<file path="src/rtl/mips_pkg.sv">
// Shared MIPS decode definitions: opcode/funct codes, control bundle and ID/EX record.
package mips_pkg;

  localparam logic [5:0] OP_RTYPE = 6'h00;
  localparam logic [5:0] OP_J     = 6'h02;
  localparam logic [5:0] OP_JAL   = 6'h03;
  localparam logic [5:0] OP_BEQ   = 6'h04;
  localparam logic [5:0] OP_BNE   = 6'h05;
  localparam logic [5:0] OP_ADDI  = 6'h08;
  localparam logic [5:0] OP_ANDI  = 6'h0C;
  localparam logic [5:0] OP_ORI   = 6'h0D;
  localparam logic [5:0] OP_XORI  = 6'h0E;
  localparam logic [5:0] OP_LUI   = 6'h0F;
  localparam logic [5:0] OP_LW    = 6'h23;
  localparam logic [5:0] OP_SW    = 6'h2B;

  localparam logic [5:0] FN_SLL  = 6'h00;
  localparam logic [5:0] FN_SRL  = 6'h02;
  localparam logic [5:0] FN_SRA  = 6'h03;
  localparam logic [5:0] FN_SLLV = 6'h04;
  localparam logic [5:0] FN_SRLV = 6'h06;
  localparam logic [5:0] FN_SRAV = 6'h07;
  localparam logic [5:0] FN_JR   = 6'h08;
  localparam logic [5:0] FN_ADD  = 6'h20;
  localparam logic [5:0] FN_NOR  = 6'h27;
  localparam logic [5:0] FN_SLT  = 6'h2A;
  localparam logic [5:0] FN_SLTU = 6'h2B;

  typedef struct packed {
    logic reg_write;
    logic mem_read;
    logic mem_write;
    logic alu_src;
    logic uses_rt;
    logic zero_ext;
  } ctrl_t;

  // Fixed-width part of the E register; PC and operands live beside it at parameter width.
  typedef struct packed {
    logic [31:0] imm;
    logic [4:0]  shamt;
    logic [5:0]  opcode;
    logic [5:0]  funct;
    logic [4:0]  dst;
    logic        reg_write;
    logic        mem_read;
    logic        mem_write;
    logic        alu_src;
  } id_ex_t;

  function automatic logic is_legal_funct(input logic [5:0] f);
    return f inside {FN_SLL, FN_SRL, FN_SRA, FN_SLLV, FN_SRLV, FN_SRAV, FN_JR,
                     [FN_ADD:FN_NOR], FN_SLT, FN_SLTU};
  endfunction

  function automatic logic is_known_op(input logic [5:0] op);
    return op inside {OP_RTYPE, OP_J, OP_JAL, OP_BEQ, OP_BNE, [OP_ADDI:OP_LUI], OP_LW, OP_SW};
  endfunction

endpackage

</file>
<file path="src/rtl/id_decoder.sv">
// Combinational MIPS control decode of the instruction held in D.
// ID_ILLEGAL_TRAP_EN adds the illegal-instruction flag.
module id_decoder
  import mips_pkg::*;
(
  input  logic [31:0] instr,
`ifdef ID_ILLEGAL_TRAP_EN
  output logic        illegal,
`endif
  output ctrl_t       ctrl,
  output logic [4:0]  rs,
  output logic [4:0]  rt,
  output logic [4:0]  dst,
  output logic [31:0] imm
);

  logic [5:0] opcode;
  logic [5:0] funct;
  logic [4:0] dst_raw;

  assign opcode = instr[31:26];
  assign funct  = instr[5:0];
  assign rs     = instr[25:21];
  assign rt     = instr[20:16];

  // NOTE: every output gets a default first so no path can infer a latch.
  always_comb begin
    ctrl    = '0;
    dst_raw = '0;
    case (opcode) inside
      OP_RTYPE: begin
        ctrl.uses_rt   = 1'b1;
        ctrl.reg_write = (funct != FN_JR);
        dst_raw        = instr[15:11];
      end
      OP_LW: begin
        ctrl.mem_read  = 1'b1;
        ctrl.reg_write = 1'b1;
        ctrl.alu_src   = 1'b1;
        dst_raw        = rt;
      end
      OP_SW: begin
        ctrl.mem_write = 1'b1;
        ctrl.uses_rt   = 1'b1;
        ctrl.alu_src   = 1'b1;
      end
      OP_BEQ, OP_BNE: ctrl.uses_rt = 1'b1;
      [OP_ADDI:OP_LUI]: begin
        ctrl.reg_write = 1'b1;
        ctrl.alu_src   = 1'b1;
        ctrl.zero_ext  = opcode inside {OP_ANDI, OP_ORI, OP_XORI};
        dst_raw        = rt;
      end
      OP_JAL: begin
        ctrl.reg_write = 1'b1;
        dst_raw        = 5'd31;
      end
      default: ;  // j and unknown opcodes decode as NOP
    endcase
  end

  // A non-writing instruction reports no destination so hazard logic ignores it.
  assign dst = ctrl.reg_write ? dst_raw : 5'd0;
  assign imm = ctrl.zero_ext ? {16'd0, instr[15:0]} : {{16{instr[15]}}, instr[15:0]};

`ifdef ID_ILLEGAL_TRAP_EN
  assign illegal = !is_known_op(opcode) | ((opcode == OP_RTYPE) & !is_legal_funct(funct));
`endif

endmodule

</file>
<file path="src/rtl/id_stage.sv">
// MIPS decode stage: IF/ID register D, control decode, ID/EX register E with load-use stall.
// ID_ILLEGAL_TRAP_EN adds the ex_illegal output.
module id_stage
  import mips_pkg::*;
#(
  parameter int DATA_W = 32,
  parameter int PC_W   = 32
) (
  input  logic              clk,
  input  logic              reset,
  input  logic              if_valid,
  input  logic [31:0]       if_instr,
  input  logic [PC_W-1:0]   if_pc,
  output logic              id_ready,
  output logic [4:0]        rf_addr_1,
  output logic [4:0]        rf_addr_2,
  input  logic [DATA_W-1:0] rf_data_1,
  input  logic [DATA_W-1:0] rf_data_2,
  input  logic              flush,
  input  logic              ex_ready,
`ifdef ID_ILLEGAL_TRAP_EN
  output logic              ex_illegal,
`endif
  output logic              ex_valid,
  output logic [PC_W-1:0]   ex_pc,
  output logic [DATA_W-1:0] ex_rs_data,
  output logic [DATA_W-1:0] ex_rt_data,
  output logic [31:0]       ex_imm,
  output logic [4:0]        ex_shamt,
  output logic [5:0]        ex_opcode,
  output logic [5:0]        ex_funct,
  output logic [4:0]        ex_dst,
  output logic              ex_reg_write,
  output logic              ex_mem_read,
  output logic              ex_mem_write,
  output logic              ex_alu_src
);

  logic            d_valid;
  logic [31:0]     d_instr;
  logic [PC_W-1:0] d_pc;
  id_ex_t          e_q;

  ctrl_t       dec_ctrl;
  logic [4:0]  dec_rs, dec_rt, dec_dst;
  logic [31:0] dec_imm;
  logic        e_free, hazard, advance;
`ifdef ID_ILLEGAL_TRAP_EN
  logic        dec_illegal;
`endif

  id_decoder u_dec (
    .instr   (d_instr),
`ifdef ID_ILLEGAL_TRAP_EN
    .illegal (dec_illegal),
`endif
    .ctrl    (dec_ctrl),
    .rs      (dec_rs),
    .rt      (dec_rt),
    .dst     (dec_dst),
    .imm     (dec_imm)
  );

  assign hazard = d_valid & ex_valid & e_q.mem_read & (e_q.dst != 5'd0) &
                  ((e_q.dst == dec_rs) | (dec_ctrl.uses_rt & (e_q.dst == dec_rt)));
  assign e_free   = !ex_valid | ex_ready;
  assign advance  = d_valid & e_free & !hazard;
  assign id_ready = !d_valid | advance;

  assign rf_addr_1 = d_valid ? dec_rs : 5'd0;
  assign rf_addr_2 = d_valid ? dec_rt : 5'd0;

  // NOTE: only d_valid is reset; the instruction/PC payload is qualified by it and needs no reset.
  always_ff @(posedge clk) begin
    if (reset || flush) begin
      d_valid <= 1'b0;
    end else if (if_valid && id_ready) begin
      // NOTE: non-blocking updates so every register samples pre-edge values.
      d_valid <= 1'b1;
      d_instr <= if_instr;
      d_pc    <= if_pc;
    end else if (advance) begin
      d_valid <= 1'b0;
    end
  end

  always_ff @(posedge clk) begin
    if (reset || flush) begin
      ex_valid   <= 1'b0;
      e_q        <= '0;
      ex_pc      <= '0;
      ex_rs_data <= '0;
      ex_rt_data <= '0;
    end else if (advance) begin
      ex_valid   <= 1'b1;
      e_q        <= '{imm: dec_imm, shamt: d_instr[10:6], opcode: d_instr[31:26],
                      funct: d_instr[5:0], dst: dec_dst, reg_write: dec_ctrl.reg_write,
                      mem_read: dec_ctrl.mem_read, mem_write: dec_ctrl.mem_write,
                      alu_src: dec_ctrl.alu_src};
      ex_pc      <= d_pc;
      ex_rs_data <= rf_data_1;
      ex_rt_data <= rf_data_2;
    end else if (e_free) begin
      // Stall or empty D: hand EX a bubble with all control cleared.
      ex_valid <= 1'b0;
      e_q      <= '0;
    end
  end

`ifdef ID_ILLEGAL_TRAP_EN
  always_ff @(posedge clk) begin
    if (reset || flush)  ex_illegal <= 1'b0;
    else if (advance)    ex_illegal <= dec_illegal;
    else if (e_free)     ex_illegal <= 1'b0;
  end
`endif

  assign ex_imm       = e_q.imm;
  assign ex_shamt     = e_q.shamt;
  assign ex_opcode    = e_q.opcode;
  assign ex_funct     = e_q.funct;
  assign ex_dst       = e_q.dst;
  assign ex_reg_write = e_q.reg_write;
  assign ex_mem_read  = e_q.mem_read;
  assign ex_mem_write = e_q.mem_write;
  assign ex_alu_src   = e_q.alu_src;

endmodule

</file>
<file path="config.mk">
export PLATFORM = sky130hd
export DESIGN_NAME = id_stage
export DESIGN_NICKNAME = d
export VERILOG_FILES = /design/src/rtl/mips_pkg.sv /design/src/rtl/id_decoder.sv /design/src/rtl/id_stage.sv
export SDC_FILE = /design/constraint.sdc
export NUM_CORES = 1
export LEC_CHECK = 0
export BUFFER_PORTS_ARGS = -buffer_cell sky130_fd_sc_hd__buf_2
export CORE_MARGIN = 5
export CORE_UTILIZATION = 45
export DETAILED_ROUTE_END_ITERATION = 16
export GPL_ROUTABILITY_DRIVEN = 0
export PLACE_DENSITY_LB_ADDON = 0.08
export SETUP_SLACK_MARGIN = 0.02
export SYNTH_ARGS = -nofsm -noshare
export SYNTH_HDL_FRONTEND = slang
export SYNTH_SLANG_ARGS = --single-unit
</file>
<file path="constraint.sdc">
create_clock -name clk -period 7 [get_ports clk]
set_clock_uncertainty 0.05 [all_clocks]
set_input_delay 1.05 -clock clk [delete_from_list [all_inputs] [get_ports clk]]
set_output_delay 1.05 -clock clk [all_outputs]
set_load 0.01 [all_outputs]
</file>
# Word-level counts from Yosys, hierarchy flattened
# Index checks and enable logic that the tools add are counted.
[word_totals]
ff_bits = 220
inputBits = 133
output_inout_bits = 166
word_cells = 94
[classes]
magnitude_cmp = 2
eq_ne = 11
muxes = 41
bitwise = 11
n_reduce_logical = 13
[ops]
columns = ["cell", "count"]
rows = [
  ["two-way mux 58 bit", 2],
  ["two-way mux 5 bit", 9],
  ["two-way mux 32 bit", 1],
  ["two-way mux 1 bit", 29],
  ["equality test 6 x 4 -> 1 bit (second input constant)", 3],
  ["equality test 6 x 3 -> 1 bit (second input constant)", 2],
  ["equality test 6 bit (second input constant)", 2],
  ["equality test 5 bit", 2],
  ["AND 1 bit", 7],
  ["equality test 6 x 2 -> 1 bit (second input constant)", 1],
  [">= comparator 6 x 4 -> 1 bit (second input constant)", 1],
  ["less-or-equal comparator 6 x 4 -> 1 bit (second input constant)", 1],
  ["zero test 6 bit", 1],
  ["inequality test 6 x 4 -> 1 bit (second input constant)", 1],
  ["nonzero test 5 bit", 1],
  ["nonzero test 2 bit", 2],
  ["zero test 1 bit", 3],
  ["bitwise OR 1 bit", 3],
  ["nonzero test 3 bit", 1],
  ["logical AND 1 bit", 2],
  ["AND reduction 2 bit", 1],
  ["OR reduction 2 bit", 1],
  ["logical OR 1 bit", 1],
  ["NOT 1 bit", 1],
]

# Longest topological paths before layout
# Gate-level depths: netlist of the first run.
[logic_depth]
ltp_word = 14
mapped_depth = 8
ltp_nobuf = 5

# Modules after synthesis
# A second synthesis of the first run with hierarchy kept.
[hier_totals]
cells_unflattened = 745
area_unflattened_um2 = 8428.1
[modules_own_cells]
columns = ["mod", "instances", "cells_each", "area_per_inst_um2", "seq_area_each_um2"]
rows = [
  ["id_stage", 1, 656, 7786.2, 5044.8],
  ["id_decoder", 1, 89, 641.9, 0.0],
]

# Worst setup path before layout of the first run
# No wires, ideal clock.
[synth_timing]
path_kind = "input to register"
from = "in flush"
to = "reg d_instr[0], enable pin"
setup_ps = 507
t_arrival_ps = 5141
required_time_ps = 6443
path_slack_ps = 1301
cell_stages = 5
n_path_buf = 2
cell_sequence = "nor2_1 clkbuf_1 clkbuf_1 nand2_1 a21oi_1"
[synth_via]
elab_chain_len = 3
[synth_rtl]
columns = ["item", "line", "text"]
rows = [
  ["from (decl)", "id_stage.sv:19", "input logic flush,"],
  ["logical OR 1 bit", "id_stage.sv:75", "if (reset || flush) begin"],
  ["NOT 1 bit (no line)", "n/a", ""],
  ["AND reduction 2 bit (no line)", "n/a", ""],
  ["to (signal assigned)", "id_stage.sv:80", "d_instr <= if_instr;"],
  ["to (decl)", "id_stage.sv:40", "logic [31:0] d_instr;"],
]
# No other way between the ends.
# A chain may end at the register's enable or synchronous reset.

# Worst setup path after layout of the first run
[layout_timing]
from = "in ex_ready"
to = "reg d_instr[23], enable pin"
[layout_via]
elab_chain_len = 6
[layout_rtl]
columns = ["item", "line", "text"]
rows = [
  ["from (decl)", "id_stage.sv:20", "input logic ex_ready,"],
  ["bitwise OR 1 bit", "id_stage.sv:66", "assign e_free = !ex_valid | ex_ready;"],
  ["AND 1 bit (2 in series)", "id_stage.sv:67", "assign advance = d_valid & e_free & !hazard;"],
  ["bitwise OR 1 bit", "id_stage.sv:68", "assign id_ready = !d_valid | advance;"],
  ["logical AND 1 bit", "id_stage.sv:77", "end else if (if_valid && id_ready) begin"],
  ["AND reduction 2 bit (no line)", "n/a", ""],
]
# No other way between the ends.

==> results of run 1 <==
worst max-delay path by stage:
stage,from,to,slack (ps)
detailed placement,ex_ready,d_pc[7]$_DFFE_PP_,3120
global placement,ex_ready,d_pc[6]$_DFFE_PP_,3190
CTS,ex_ready,d_pc[19]$_DFFE_PP_,3580
global route,ex_ready,d_pc[19]$_DFFE_PP_,3390
floorplan,flush,d_instr[0]$_DFFE_PP_,1300
finish,ex_ready,d_instr[23]$_DFFE_PP_,3640
layout make-up:
type | count | area, sq um
timing repair buffer | 303 | 1530
sequential | 194 | 4520
fill | 1441 | 6620
multi-input combinational | 399 | 2460
inverter | 2 | 7.51
tap | 216 | 270
antenna | 4 | 10.0
clock inverter | 12 | 123
clock buffer | 20 | 457
cell usage after synthesis:
| library cell | n |
|---|---|
| xor2_1 | 7 |
| xnor2_1 | 3 |
| a22o_1 | 24 |
| nand2_1 | 204 |
| buf_6 | 1 |
| buf_4 | 32 |
| buf_2 | 3 |
| and2_1 | 11 |
| nor3_1 | 3 |
| or3_1 | 1 |
| nand3_1 | 4 |
| nand3b_1 | 1 |
| buf_8 | 4 |
| dfxtp_1 | 130 |
| or2_2 | 1 |
| a41oi_1 | 1 |
| edfxtp_1 | 64 |
| a21oi_1 | 10 |
| a32o_1 | 2 |
| and3_1 | 1 |
| nor4_1 | 1 |
| nand4_1 | 1 |
| clkbuf_1 | 25 |
| o31a_1 | 1 |
| nor2_1 | 10 |
| or4b_1 | 1 |
| o22a_1 | 1 |
| nand2b_1 | 3 |
| mux2i_1 | 97 |
| inv_1 | 2 |
| or3_4 | 1 |
| nor4_2 | 1 |
| o31ai_1 | 7 |
| o2111ai_2 | 1 |
| o211a_1 | 1 |
registers in the layout, indices dropped and copies added, names as in the netlist:
register,count
d_pc,32
ex_rt_data,32
ex_mem_read,1
ex_pc,32
ex_opcode,6
ex_alu_src,1
ex_reg_write,1
ex_rs_data,32
ex_imm,17
ex_mem_write,1
ex_valid,1
d_instr,32
ex_dst,5
d_valid,1
metrics by stage:
step / util / instance area [sq um]
after floorplan: - / 7390
after global placement: 0.550 / 8800
after detailed placement: 0.550 / 8800
after CTS: 0.586 / 9380
after global routing: 0.586 / 9380
final: 0.587 / 9390
routing by layer:
metal	vias to the layer above	global-route usage	share of wire
met4	6	0.0801	0.026
li1	2738	-	-
met3	42	0.0738	0.085
met1	2569	0.215	0.40
met5	-	0	0.0015
met2	216	0.316	0.49
critical path: stages:
cell      delay [ps]
buf_2             90
nand2b_1         160
nand2_1           70
a41oi_1          390
nand2_1          210
a21oi_4          820
buf_4            550
cells by family after synthesis:
| group | Yosys count | share of synthesized area |
|---|---|---|
| flip-flops | 194 | 0.612 |
| multiplexers | 97 | 0.131 |
| AO/OA/AOI/OAI | 48 | 0.0520 |
| buffers and inverters | 67 | 0.0579 |
| XOR/XNOR | 10 | 0.0118 |
| AND/OR/NAND/NOR | 244 | 0.135 |
layout by cell type (no fill, tap or decap), types with 2 or more instances in the layout:
| cell type | n |
|---|---|
| a21oi_1 | 9 |
| a22o_1 | 24 |
| a32o_1 | 2 |
| and2_1 | 10 |
| buf_2 | 298 |
| buf_4 | 5 |
| clkbuf_16 | 17 |
| clkbuf_8 | 2 |
| clkinv_4 | 3 |
| clkinvlp_4 | 2 |
| dfxtp_1 | 130 |
| diode_2 | 4 |
| edfxtp_1 | 64 |
| inv_1 | 2 |
| inv_6 | 4 |
| mux2i_1 | 97 |
| nand2_1 | 204 |
| nand2b_1 | 3 |
| nand3_1 | 4 |
| nor2_1 | 8 |
| nor3_1 | 3 |
| o31ai_1 | 7 |
| xnor2_1 | 3 |
| xor2_1 | 7 |
power breakdown:
group          internal [uW]  switching [uW]
Sequential              1190            13.4
Clock                    518             432
Combinational           65.1            78.8
Total                   1770             524
==> results.cfg, run 1 <==
[setup_path]
path_max_fanout = 34
cp-start-kind = input port
r2r_start = d_instr[29]$_DFFE_PP_
end_kind = flip-flop
ff2ff_path_depth = 6
worst_ep_required_time_ps = 7020
worst_ep_arrival_time_ps = 3380
crit_type = in -> reg
reg2reg_to = d_instr[23]$_DFFE_PP_
r2r_setup_slack_ps = 3740

[route]
initialDrtViolationCount = 291
drcViolationCount = 0
drt-total-wl_mm = 18.6
via_per_inst = 4.84
vias = 5571
antenna_left = 0
wl_per_cell_microns = 16.2
drtPass1Iterations = 4

[layout]
nNetsFinal = 1050
drive_gt1_frac = 0.368
syn2layout_area_growth_pct = 26.9
fin_cells = 1150

[yosys]
synth_top_area_frac = 0.352
synth-seq-area-share = 0.612
synthesis.area_sq_um = 7390
synth-warning-count = 0
synth-seq-cells = 194
syn_inst = 660
synth_nets = 793
netlist_top_cells_area = dfxtp_1 (35%), edfxtp_1 (26%), mux2i_1 (13%), nand2_1 (10%), buf_4 (3.2%)
synth_top_cell_by_area = dfxtp_1
avgSynthCellArea_sq_um = 11.2
ys_types = 35

[floorplanning]
initial_core_util = 0.462
num_rows = 46
core_sq_um = 16000
dieHeight_microns = 138
die-area_sq_um = 19100
die_w_microns = 138
io_pins = 299

[placed_design]
io_buffers = 298
dp_hpwl_mm = 13.6
place_inst = 1114
dp_slack_ps = 3120

[cts]
cts.sinks = 194
ctsHoldBuffers = 0
clk_pin_slew_worst_paths_ps = 70
clk_latency_ps = 430
cts_made_buffers = 17
cts-htree-levels = 4
clk_path_buf_depth = 2
cts_root_buf = clkbuf_16
cts_tree = yes
cts-resized-gates = 0
post-cts-setup-buffers = 0

[timing]
fmax_ghz = 0.298
setup_viol = 0
fin_ws_ps = 3640
relSlewSlack = 0.281
worst_pin_slew_ps = 1080
hold_viol = 0
post-route-period-util = 0.479
layout_min_cycle_time_ps = 3360
rsz0062_at_grt = false
final_max_slew_viol_count = 0
setup_tns_ps = 0
hold_slack_ps = 405

[global_route]
grt_pass1_vias = 5598
overflow = 0
grt_first_pass_wirelength_mm = 29.2
antenna_found_initial = 6
grt_max_degree = 117
grt_use_total = 0.189

[flow_run]
drv_cap = 0

[pwr]
powerDensity_nw_per_um2 = 244
vdd_drop_max_mv = 0.160
power_uw = 2290
p_leak_uw = 0.00412

[hold_path]
holdCritStartpoint = ex_pc[30]$_SDFFE_PP0N_
whs_path_depth = 2
holdCritPathClass = reg -> reg
holdPathEnd = ex_pc[30]$_SDFFE_PP0N_

[outcome]
run_status = complete, no violations
(Power assumes the default switching activity.)
==> run 2, diff against run 1 <==
==> constraint.sdc (replaced) <==
create_clock -name clk -period 3.1 [get_ports clk]
set_clock_uncertainty 0.05 [all_clocks]
set_input_delay 0.465 -clock clk [delete_from_list [all_inputs] [get_ports clk]]
set_output_delay 0.465 -clock clk [all_outputs]
set_load 0.01 [all_outputs]
==> run 2 against run 1 <==
  * First-iteration DRC count rose by 3.1%
  * Critical path type is now reg -> out
  * Count of clock-buffer cells in the layout down 3
  * Critical path depth decreased by 1
  * Hold slack worse by 240 ps
  * Global-route usage is 0.097 points higher
  * Clock power increased by 130%
  * Combinational power rose by 130%
  * Worst setup slack worse by 3300 ps
  * Power is 130% higher
  * Highest routed layer unchanged
==> results.cfg, run 2 (synthesized netlist as in run 1, its figures left out) <==
[outcome]
run_status = complete, no violations

[timing]
rsz0062_at_grt = false
fmax_ghz = 0.365
worst_pin_slew_ps = 1140
hold_viol = 0
setup_tns_ps = 0
setup_viol = 0
relSlewSlack = 0.241
post-route-period-util = 0.884
layout_min_cycle_time_ps = 2740
final_max_slew_viol_count = 0

[floorplanning]
die-area_sq_um = 19100
io_pins = 299
dieHeight_microns = 138
num_rows = 46
die_w_microns = 138
initial_core_util = 0.462
core_sq_um = 16000

[setup_path]
crit_type = reg -> out
r2r_start = d_instr[29]$_DFFE_PP_
worst_ep_required_time_ps = 2580
critPathTopFamily = simple AND/OR/NAND/NOR gates
r2r_setup_slack_ps = 560
critPathMaxStageDelay_ps = 520
reg2reg_to = d_pc[13]$_DFFE_PP_
path_buf_inv = 1
cp-start-kind = flip-flop
crit_path_frequent_cell = nand2_1
path_max_fanout = 7
worst_ep_arrival_time_ps = 2230
ff2ff_path_depth = 6
cp_slowest_cell = edfxtp_1
crit_chain = or3_1, mux2i_1, nand4_1, nand2_1, nand2_1, buf_2
end_kind = output pin

[pwr]
seq_power_share = 0.521
sw_frac_of_total = 0.225
p_int_uw = 4030
vdd_drop_max_mv = 0.407
clkPwrFrac = 0.414
comb_power_share = 0.065
power_uw = 5200
powerDensity_nw_per_um2 = 549
p_leak_uw = 0.00416
power.switching_uw = 1170

[route]
drt-total-wl_mm = 18.6
drtPass1Iterations = 5
initialDrtViolationCount = 300
drcViolationCount = 0
vias = 5595
antenna_left = 0
via_per_inst = 4.85
wl_per_cell_microns = 16.1

[cts]
cts-htree-levels = 4
clk_path_buf_depth = 2
cts_root_buf = clkbuf_16
clk_latency_ps = 420
post-cts-setup-buffers = 0
cts.sinks = 194
clk_pin_slew_worst_paths_ps = 70
cts_tree = yes
cts-resized-gates = 0
cts_made_buffers = 17
ctsHoldBuffers = 0

[global_route]
grt_use_total = 0.190
grt_pass1_vias = 5524
antenna_found_initial = 3
overflow = 0
grt_first_pass_wirelength_mm = 29.3
grt_max_degree = 121

[hold_path]
whs_path_depth = 1
holdCritStartpoint = if_pc[22]
holdCritPathClass = in -> reg
holdPathEnd = d_pc[22]$_DFFE_PP_

[placed_design]
dp_hpwl_mm = 13.9
place_inst = 1119
io_buffers = 298

[layout]
finish.utilization = 0.592
final_cell_mix = buf_2 (298), nand2_1 (204), dfxtp_1 (130), mux2i_1 (97), edfxtp_1 (64)
nFillCells = 1393
final_common_cell = buf_2
fin_cells = 1153
drive_gt1_frac = 0.370
syn2layout_area_growth_pct = 28.1
nNetsFinal = 1055

[flow_run]
drv_cap = 0
==> run 2: changes by cell type in the layout (fill, tap and decap cells not counted) <==
cell,change
clkbuf_1,-1
clkinv_1,+2
clkinvlp_4,+1
bufinv_16,+1
diode_2,-2
buf_12,+4
clkinv_4,+1
clkbuf_8,-2
inv_6,-2
buf_4,+1
==> run 2: metal layers <==
layer	share of wire	vias to the layer above	global-route usage	wire [microns]
li1	-	2758	-	-
met4	0.022	4	0.0593	400
met1	0.38	2602	0.210	7120
met2	0.51	200	0.329	9410
met5	0.0011	-	0	21
met3	0.087	31	0.0824	1610
==> run 2: worst max-delay path by stage <==
stage / to / startpoint / slack [ps] / depth (start not counted)
finish: id_ready / d_instr[27]$_DFFE_PP_ / 360 / 6
global route: id_ready / d_instr[27]$_DFFE_PP_ / 200 / 6
CTS: id_ready / d_instr[27]$_DFFE_PP_ / 330 / 6
detailed placement: d_pc[23]$_DFFE_PP_ / d_instr[29]$_DFFE_PP_ / 570 / 6
global placement: d_pc[22]$_DFFE_PP_ / d_instr[29]$_DFFE_PP_ / 640 / 6
floorplan: d_instr[0]$_DFFE_PP_ / flush / 80 / 5
==> run 2: area by class of cell <==
type	count	area [sq um]	share of cell area
inverters	2	7.51	0.000792
multi-input cells	399	2460	0.260
repair buffers	308	1620	0.171
well taps	216	270	0.0285
flip-flops and latches	194	4520	0.478
clock inverters	15	159	0.0168
clock buffers	17	425	0.0449
diodes	2	5.00	0.000528
==> run 2: power groups by stage <==
stage	Sequential (uW)	Combinational, uW	Clock (uW)
4_1_cts	2710	343	2210
3_5_place_dp	2770	342	0
6_report	2710	337	2150
5_1_grt	2710	369	2320
2_1_floorplan	2770	181	0
3_3_place_gp	2770	334	0
==> run 2: per-stage QoR <==
step           hold WS, ps  cell area [sq um]  setup WS, ps
2_1_floorplan          392               7400          83.8
3_3_place_gp           387               8880           636
3_5_place_dp           387               8880           566
4_1_cts                142               9470           328
5_1_grt                135               9470           205
6_report               164               9470           359
